$ cat src/rtl/rr_arbiter.sv
// Round-robin arbiter with registered one-hot/binary grant, per-grant hold limit
// and forced-release timeout pulse. Search is circular from the last owner + 1.
module rr_arbiter #(
    parameter int DEPTH    = 8,
    parameter int MAX_HOLD = 16
) (
    input  logic                     i_clk,
    input  logic                     i_rst,
    input  logic                     i_enable,
    input  logic [DEPTH-1:0]         i_req,
    input  logic                     i_done,
    output logic [DEPTH-1:0]         o_grant,
    output logic [$clog2(DEPTH)-1:0] o_grant_idx,
    output logic                     o_grant_valid,
    output logic                     o_timeout
);

    localparam int IDX_W = $clog2(DEPTH);
    localparam int CNT_W = $clog2(MAX_HOLD + 1);

    localparam logic [0:0] IDLE  = 1'b0;
    localparam logic [0:0] GRANT = 1'b1;

    localparam logic [CNT_W-1:0] HOLD_MAX = CNT_W'(MAX_HOLD);
    localparam logic [IDX_W-1:0] LAST_IDX = IDX_W'(DEPTH - 1);

    logic [0:0]       state;
    logic [IDX_W-1:0] ptr;
    logic [CNT_W-1:0] cnt;

    logic [IDX_W-1:0] pick;
    logic [IDX_W-1:0] cand;
    logic             found;
    logic             owner_req;
    logic             hit_max;
    logic             release_now;

    // Circular priority search starting at ptr; works for non-power-of-two DEPTH.
    always_comb begin
        pick  = '0;
        cand  = '0;
        found = 1'b0;
        for (int i = 0; i < DEPTH; i++) begin
            cand = IDX_W'((int'(ptr) + i) % DEPTH);
            if (!found && i_req[cand]) begin
                pick  = cand;
                found = 1'b1;
            end
        end
    end

    assign owner_req   = i_req[o_grant_idx];
    assign hit_max     = (cnt == HOLD_MAX);
    assign release_now = i_done | ~owner_req | hit_max;

    always_ff @(posedge i_clk or posedge i_rst) begin
        if (i_rst) begin
            state         <= IDLE;
            ptr           <= '0;
            cnt           <= '0;
            o_grant       <= '0;
            o_grant_idx   <= '0;
            o_grant_valid <= 1'b0;
            o_timeout     <= 1'b0;
        end else begin
            o_timeout <= 1'b0;
            case (state)
                IDLE: begin
                    if (i_enable && found) begin
                        state         <= GRANT;
                        o_grant       <= DEPTH'(1) << pick;
                        o_grant_idx   <= pick;
                        o_grant_valid <= 1'b1;
                        cnt           <= CNT_W'(1);
                    end
                end
                GRANT: begin
                    if (release_now) begin
                        state         <= IDLE;
                        o_grant       <= '0;
                        o_grant_valid <= 1'b0;
                        cnt           <= '0;
                        ptr           <= (o_grant_idx == LAST_IDX) ? '0 : o_grant_idx + 1'b1;
                        // Timeout flags only a release forced purely by the hold limit.
                        o_timeout     <= hit_max & ~i_done & owner_req;
                    end else begin
                        cnt <= cnt + 1'b1;
                    end
                end
                default: state <= IDLE;
            endcase
        end
    end

endmodule

$ cat config.mk
export PLATFORM = sky130hd
export DESIGN_NAME = rr_arbiter
export DESIGN_NICKNAME = d
export VERILOG_FILES = /design/src/rtl/rr_arbiter.sv
export SDC_FILE = /design/constraint.sdc
export NUM_CORES = 1
export LEC_CHECK = 0
export CORE_MARGIN = 2
export CORE_UTILIZATION = 46
export CTS_CLUSTER_SIZE = 24
export DETAILED_ROUTE_END_ITERATION = 10
export PLACE_DENSITY_LB_ADDON = 0.08
export REMOVE_ABC_BUFFERS = 1
export SLEW_MARGIN = 0
export SYNTH_ARGS = -nofsm -noshare
export SYNTH_HDL_FRONTEND = slang
export SYNTH_SLANG_ARGS = --single-unit
$ cat constraint.sdc
create_clock -name i_clk -period 3 [get_ports i_clk]
set_input_delay 0.45 -clock i_clk [delete_from_list [all_inputs] [get_ports i_clk]]
set_output_delay 0.45 -clock i_clk [all_outputs]
set_load 0.01 [all_outputs]
==> reports/results.ini <==
[routing]
wl_um=5370
drt_iter0_markers=126
wire_per_inst_um=18.9
drt_pre_antenna_iters=4
viasPerCell=6.25
route.detailed.drc=0
via_count=1776
detail-route-antenna-nets=0

[power]
p_leak_nw=1.13
internal_power_mw=2.12
power.density_mw_per_mm2=1430
combPwrFrac=0.805
clkPwrFrac=0.056
seqPwrFrac=0.139
power.switching_mw=1.71
vdd_drop_max_uv=676
swShare=0.446

[cells_and_area]
fin_nets=253
multi_input_area_mm2=0.00149
area_growth_pct=37.1
n_antenna_cell=0
seqCellArea_um2=551
final_cell_mix=buf_4 (27), dfrtp_1 (22), clkdlybuf4s50_1 (18)
stdcell_count=284
fillers=300
final_cell_area_mm2=0.00268
layout_commonest_cell=buf_4
layout-drive-gt1-share=0.355

[worst_setup_path]
r2r_end=o_grant[3]
crit_fanout=8
reg2reg_depth=10
reg2reg_setup_slack_ns=0.006
worstPathArrival_ns=3.20
cpPeakStageDelay_ns=0.53
endpoint_kind=register
worstPathCellList=inv_2, ha_4, buf_12, mux2i_4, mux4_2, nand2b_4, or3_4, a311oi_4, a221o_1, a32o_1
crit_end=o_grant[3]
cp_num_buf_inv=2
cp_top_family=compound AO/OA/AOI/OAI gates
cp.depth=10
reg2reg_from=ptr[0]
cp-start-kind=register
critical_path.startpoint=ptr[0]
critPathRequiredTime_ns=3.21
path_class=register to register
cpMaxStageDelayCell=mux4_2

[worst_hold_path]
worstHoldPathType=register to register

[synth]
synthCells=188
synth_area_mm2=0.00195
ys_ff_latch=22
ys.flop_type=dfrtp_1
synthDistinctLibCells=50
yosys_warnings=0
synth_top_area_frac=0.282
synth_area_leader_cell=dfrtp_1
synth_edf_count=0
ys_async_sr_fraction=1.00
ys_top_cells_by_area=dfrtp_1 (28%), mux4_2 (16%), mux2i_1 (9.2%), ha_1 (3.8%), mux2_2 (2.9%)
avgSynthCellArea_um2=10.4
ys_seq_area_frac=0.282

[placement]
dp_slack_ns=-0.284
port_buffers=24
placed_cells=278
routabilityCongestion=0.913
hpwl_um=3960
dpl_cell_area_mm2=0.00239

[die]
rows=23
die-area_mm2=0.00478
die_h_um=69.1
ios=25
die_w_um=69.1
core_area_mm2=0.00403
initial_core_util=0.484

[clock_tree]
clk_path_buf_depth=2
numCtsBuffers=3
htree_num_levels=1
cts_hold_buf=0
cts_tree=built
clkTransAtPathRegs_ns=0.08
clockRootBuffer=clkbuf_8
cts.sinks=22
clock_latency_ns=0.26

[grt]
grt_max_degree=23
grt_pass1_wl_um=8760
antenna_found_initial=0
grt_usage=0.226
first_global_vias=1779
grt_overflow=0

[timing]
min_period_over_period=0.998
whs_ns=0.492
hold_violations=0
finalSetupViolCount=0
fin_ws_ns=0.00641
max_clock_freq_mhz=334
rsz0062_at_grt=yes
worst_slew_pin_slew_ns=0.823
maxSlewViolCount=0
fin_crit_ns=2.99
fin_skew_ns=0.00117
tns_ns=0
max-slew-margin-rel=0.451

[outcome]
status=finished clean

[run]
cap_violations=0

[how the worst min path moves through the flow]
stage	start	endpoint	slack, ns	cells after the start
2_1_floorplan	i_rst	cnt[0]	0.44	1
4_1_cts	o_grant_valid	o_grant_valid	0.49	2
3_5_place_dp	o_grant_valid	o_grant_valid	0.46	2
5_1_grt	cnt[4]	cnt[4]	0.52	1
6_report	o_grant_valid	o_grant_valid	0.49	2
3_3_place_gp	o_grant_valid	o_grant_valid	0.46	2
[layer usage]
layer  track usage  up-vias  wire length, µm
li1              -      831                -
met1         0.285      901             2240
met2         0.410       35             2880
met3        0.0102        9              152
met4        0.0763        0               99
met5             0        -                0
[power groups by stage]
stage | Combinational, mW | Clock (mW) | Sequential, mW
after floorplan | 1.58 | 0 | 0.572
after global placement | 2.48 | 0 | 0.522
after detailed placement | 2.53 | 0 | 0.527
after CTS | 2.75 | 0.216 | 0.527
after global routing | 3.29 | 0.236 | 0.551
final | 3.08 | 0.214 | 0.531
[stage by stage]
stage,power [mW],utilization
3_5_place_dp,3.06,0.593
6_report,3.83,0.664
3_3_place_gp,3.00,0.593
5_1_grt,4.08,0.664
4_1_cts,3.49,0.625
2_1_floorplan,2.15,-
[logic make-up after synthesis]
kind of cell	Yosys count	synth area share
and+or+nand+nor	53	0.142
xor gates and xnor gates	3	0.0173
adders and majority gates	6	0.0385
DFF	22	0.282
buffers and inverters	20	0.0494
muxes	38	0.290
AOI/OAI and AO/OA	46	0.181
[tightest hold or removal path: stages, from the launching register on]
cell and delay, ns:
dfrtp_1 0.36, nand2_1 0.05, nand2_1 0.05
[synth_stat cells (4+ instances only)]
cell type,count
clkbuf_1,4
nor2_1,10
o21ai_0,10
mux2i_1,18
o31ai_1,5
nand3_1,8
nand2b_1,4
inv_1,10
dfrtp_1,22
a32o_1,5
mux2_2,5
o22ai_1,4
ha_1,6
mux4_2,14
nand2_1,14
[flip-flops by register name, indices dropped and copies added, names as in the netlist]
register and cells:
o_grant_idx 3, ptr 3, cnt 5, o_grant 8
state 1, o_grant_valid 1, o_timeout 1
[final cells by class]
class | instances | area share
clock buffer | 4 | 0.0206
inverter | 10 | 0.0140
multi-input combinational | 146 | 0.558
sequential | 22 | 0.206
tap | 50 | 0.0234
timing repair buffer | 52 | 0.179
[timing repair]
action / 4_1_cts / 5_1_grt
gates resized for setup: 11 / 36
endpoints found under the hold margin: 0 / 0
setup endpoints to repair: 16 / 15
pin swaps: 4 / 12
setup buffers: 0 / 2
No activity file was read; power rests on OpenSTA's default activity.
==> RTL edit 1 (same settings) <==
The parameter `MAX_HOLD` goes from 16 to 8.
--- a/src/rtl/rr_arbiter.sv
+++ b/src/rtl/rr_arbiter.sv
@@ -4,3 +4,3 @@
     parameter int DEPTH    = 8,
-    parameter int MAX_HOLD = 16
+    parameter int MAX_HOLD = 8
 ) (
Check against the original RTL: not equivalent (Yosys sat finds a counterexample within 10 cycles, from zero or initial values and one cycle with i_rst high).
==> RTL edit 1 against the original RTL <==
Hold slack gained 7.5 ps. Worst setup slack better by 180 ps. Die area decreased by 3.2%. Critical endpoint is now o_grant[0]. Synthesized area decreased by 3.4%. Sequential cell count shrank 1. Final area is 13% lower. Fmax grew 6.3%. Highest routed layer unchanged. Wire length shrank 18%. Critical path depth decreased by 1. Utilization fell by 7.7 points.
Power is left out: the tool's default activity adds up to more than one toggle a clock period on the data nets, which glitch-free logic cannot reach.
==> RTL edit 1: results (changes against the original RTL) <==
- Status: completed
- Fill cell count: 344 (+15%)
- Buffers on Ports: 24 (unchanged)
- Reg2reg end: o_grant[0]
- Clk buf depth: 2 (unchanged)
- Xor/xnor share of the synthesized area: 1.859% (+0.13 points)
- Largest fanout on the critical path: 6 (-2)
- Clock latency on the worst-skew pair: 260 ps (about the same)
- RD Place Congestion: 0.8325 (-8.8%)
- Min-delay worst type: register to register
- Clk root buf: clkbuf_8
- Largest registers: o_grant: 8 flops, cnt: 4 flops
- Reg2reg path depth: 9 (-1)
- Vias in the first global route: 1523 (-14%)
- Proportion of synthesized area in mux cells: 26.16% (-2.8 points)
- Layout cells sized above 1: 27.44% (-8.0 points)
- Largest net degree at the start of global routing: 22 (-4.3%)
- Clk slew on worst S/H paths: 70 ps
- CP arrival: 2960 ps (-240 ps)
- Global-route wire length before repair: 7272 µm (-17%)
- Post-synth top cells: 21 x dfrtp_1, 13 x nand2_1, 12 x mux4_2
- Ys async rst share: 100.0% (unchanged)
- Distinct cells, synth: 57 (+14%)
- Hold Path End: o_grant[2]
- Place WS: -133.1 ps (+150.7 ps)
- Synth Area in Compound Gates: 20.72% (+2.6 points)
- Post-synth EDFFs: 0 (unchanged)
- DPL Wire Length: 3366 µm (-15%)
- Tot GR Track Use: 21.06% (-1.5 points)
- Reg-to-reg startpoint: ptr[1]
- H-tree Lvls: 1 (unchanged)
- Postcts setup bufs: 0 (unchanged)
- DRT iter0 DRCs: 114 (-9.5%)
- Ys Warns: 0 (unchanged)
- Post-Synth Adder-Cell Area: 3.984% (+0.14 points)
- Seq/Total Area, Yosys: 27.89% (-0.33 points)
- Worst-Margin Slew: 784.0 ps (-38.52 ps)
- Setup slack, reg-to-reg: 180 ps (+180 ps)
- Vias per inst: 5.989 (-4.2%)
- Ant. Diodes: 0 (unchanged)
- TritonCTS Buffers: 3 (unchanged)
- Initial antenna violation count: 0 (unchanged)
- Worst Clk Skew: 1.549 ps (+0.3838 ps)
- HP Start: o_grant[2]
- Worst hold path depth: 1 (-1)
- DR pass1 iterations: 4 (unchanged)
- WL final: 4393 µm (-18%)
- Top FF cell, synth: dfrtp_1
- Final net count: 234 (-7.5%)
- Cells taking the most area after synthesis: dfrtp_1 28%, mux4_2 14%, mux2i_1 4.2%
-- RTL edit 1: changes by cell type after synthesis, moves of 3 or more --
cell / before / now
buf_4: 3 / 0
nand2b_1: 4 / 0
mux2i_1: 18 / 8
a21oi_1: 1 / 8
nand3_1: 8 / 3
a32o_1: 5 / 2
clkbuf_1: 4 / 1
-- RTL edit 1: how the worst max path moves through the flow --
stage / from / end / slack (ps) / depth (start not counted)
detailed placement: i_req[1] / o_grant[1] / -130 / 8
CTS: ptr[1] / o_grant_idx[0] / 70 / 10
global route: i_req[1] / o_grant_idx[0] / 20 / 8
floorplan: ptr[1] / o_grant[1] / -250 / 9
finish: ptr[1] / o_grant[0] / 180 / 9
global placement: i_req[1] / o_grant[1] / -110 / 8
-- RTL edit 1: routing by layer --
| layer | vias to the layer above | global-route usage (%) | wire length, µm |
|---|---|---|---|
| met5 | - | 0 | 0 |
| met2 | 49 | 32.28 | 2092 |
| li1 | 772 | - | - |
| met1 | 764 | 31.86 | 2052 |
| met4 | 0 | 3.750 | 19 |
| met3 | 2 | 3.125 | 229 |
-- RTL edit 1: cells by family after synthesis --
logic type	after synthesis
AOI/OAI and AO/OA	52
xor gates and xnor gates	4
adders and majority gates	6
buffers and inverters	17
DFF	21
muxes	30
and+or+nand+nor	48
-- RTL edit 1: layout make-up --
cell class | instances | area [µm²] | share of cell area [%]
Multi-Input combinational cell | 141 | 1308 | 56.09
Tap cell | 50 | 62.56 | 2.684
Sequential cell | 21 | 525.5 | 22.54
Clock buffer | 4 | 45.04 | 1.932
Inverter | 10 | 37.54 | 1.610
Timing Repair Buffer | 39 | 352.8 | 15.14
-- RTL edit 1: timing repair --
action / 4_1_cts / 5_1_grt
pin swaps: 0 / 1
hold endpoints to repair: 0 / 0
setup endpoints to repair: 1 / 10
cloned: 0 / 1
resized for setup: 1 / 5
-- RTL edit 1: through the flow --
| step | area, µm² | std cells | hold WS [ps] |
|---|---|---|---|
| after detailed placement | 2247 | 260 | 483.6 |
| after CTS | 2297 | 264 | 505.6 |
| after global routing | 2331 | 265 | 525.3 |
| after floorplan | 1832 | 171 | 426.5 |
| final | 2331 | 265 | 499.0 |
| after global placement | 2247 | 260 | 478.3 |
-- RTL edit 1: worst max-delay path, cell delays in order, from the launching register on --
cell,delay (ps)
dfrtp_1,350
inv_1,90
ha_4,310
mux4_2,580
a21oi_1,240
a22o_2,220
nand2_1,70
a21boi_2,170
or3_4,400
a32o_2,280
==> RTL edit 2 (same settings) <==
Without the edit above. One comparison of `cnt` changes from == to >=.
--- a/src/rtl/rr_arbiter.sv
+++ b/src/rtl/rr_arbiter.sv
@@ -52,3 +52,3 @@
     assign owner_req   = i_req[o_grant_idx];
-    assign hit_max     = (cnt == HOLD_MAX);
+    assign hit_max     = (cnt >= HOLD_MAX);
     assign release_now = i_done | ~owner_req | hit_max;
Behaviour: no difference found for any inputs over 4 cycles, from zero or initial values and one cycle with i_rst high; that may be too few to reach the edited logic, so the function may still have changed.
==> RTL edit 2 against the original RTL <==
Worst setup slack improved by 46 ps. Total power fell by 8.9%. Wire length fell by 3.1%. Final area fell by 0.28%. Sequential cell count did not move. Synthesized area rose by 1.6%. Synthesized cell count rose by 3.2%. Critical endpoint is now o_grant[2]. Largest cell class unchanged.
==> RTL edit 2: results (changes against the original RTL) <==
- Cell Pwr Density: 1308 nW/µm² (-8.6%)
- Worst hold path depth: 1 (-1)
- Worst-Margin Slew: 822.3 ps (-0.2922 ps)
- Seq/Total Area, Yosys: 27.78% (-0.45 points)
- Vias per inst: 6.205 (-0.77%)
- Tot GR Track Use: 21.78% (-0.78 points)
- P_leak: 1.146 nW (+1.6%)
- Place WS: -292.5 ps (-8.707 ps)
- Synth Area in Compound Gates: 22.47% (+4.4 points)
- Fin worst setup slack: 52.43 ps (+46.02 ps)
- Post-CTS sizing: 3 (-8)
- Proportion of synthesized area in mux cells: 25.13% (-3.9 points)
- Worst IR Drop VDD: 0.0006971 V (+3.2%)
- Xor/xnor share of the synthesized area: 1.768% (+0.036 points)
- DR WL met3: 258 µm (+70%)
- WL final: 5202 µm (-3.1%)
- HP Start: o_grant[7]
- Invs w/o clock: 11 (+1)
- Reg-to-reg startpoint: ptr[1]
- Global-route wire length before repair: 8687 µm (-0.87%)
- Cells taking the most area after synthesis: dfrtp_1 28%, mux4_2 15%, mux2i_1 5.1%
- Fill cell count: 319 (+6.3%)
- Final net count: 271 (+7.1%)
- Crit path launch: i_req[4]
- Post-Synth Adder-Cell Area: 3.788% (-0.061 points)
- DRT iter0 DRCs: 111 (-12%)
- Clk pwr share: 7.9% (+2.3 points)
- Distinct cells, synth: 53 (+6.0%)
- M3 GR Usage: 4.070% (+3.0 points)
- Synth Instances: 194 (+3.2%)
- M2 GR Usage: 36.00% (-5.0 points)
- Clk cell area share: 2.674% (+0.62 points)
- Nonclk buf count: 63 (+21%)
- Status: completed
- Reg2reg path depth: 9 (-1)
## RTL edit 2: cell types whose count changed after synthesis, sizes merged, moves of 3 or more
cell     delta
mux2i       -9
o2bb2ai     +3
a32o        +3
o31ai       -3
nand3       -3
nor2b       +5
a21oi       +5
nor2        +4
## RTL edit 2: cell families (layout without fill, tap and decap cells)
logic type / Yosys count / after routing
buffers and inverters: 20 / 78
and+or+nand+nor: 55 / 55
AOI/OAI and AO/OA: 56 / 56
xor gates and xnor gates: 4 / 4
DFF: 22 / 22
adders and majority gates: 6 / 6
muxes: 31 / 31
## RTL edit 2: critical path, stage by stage
cell and delay, ps:
clkdlybuf4s50_1 490, mux4_2 480, mux2_2 300, nand2b_1 200, or4_4 580, o2111ai_4 90
a21oi_1 100, buf_4 150, a32o_1 250
## RTL edit 2: metrics by stage
step                instance area [µm²]  hold WS (ps)
finish                             2668         494.7
global route                       2668         508.3
CTS                                2605         498.1
detailed placement                 2531         480.1
global placement                   2531         476.4
floorplan                          1936         439.2
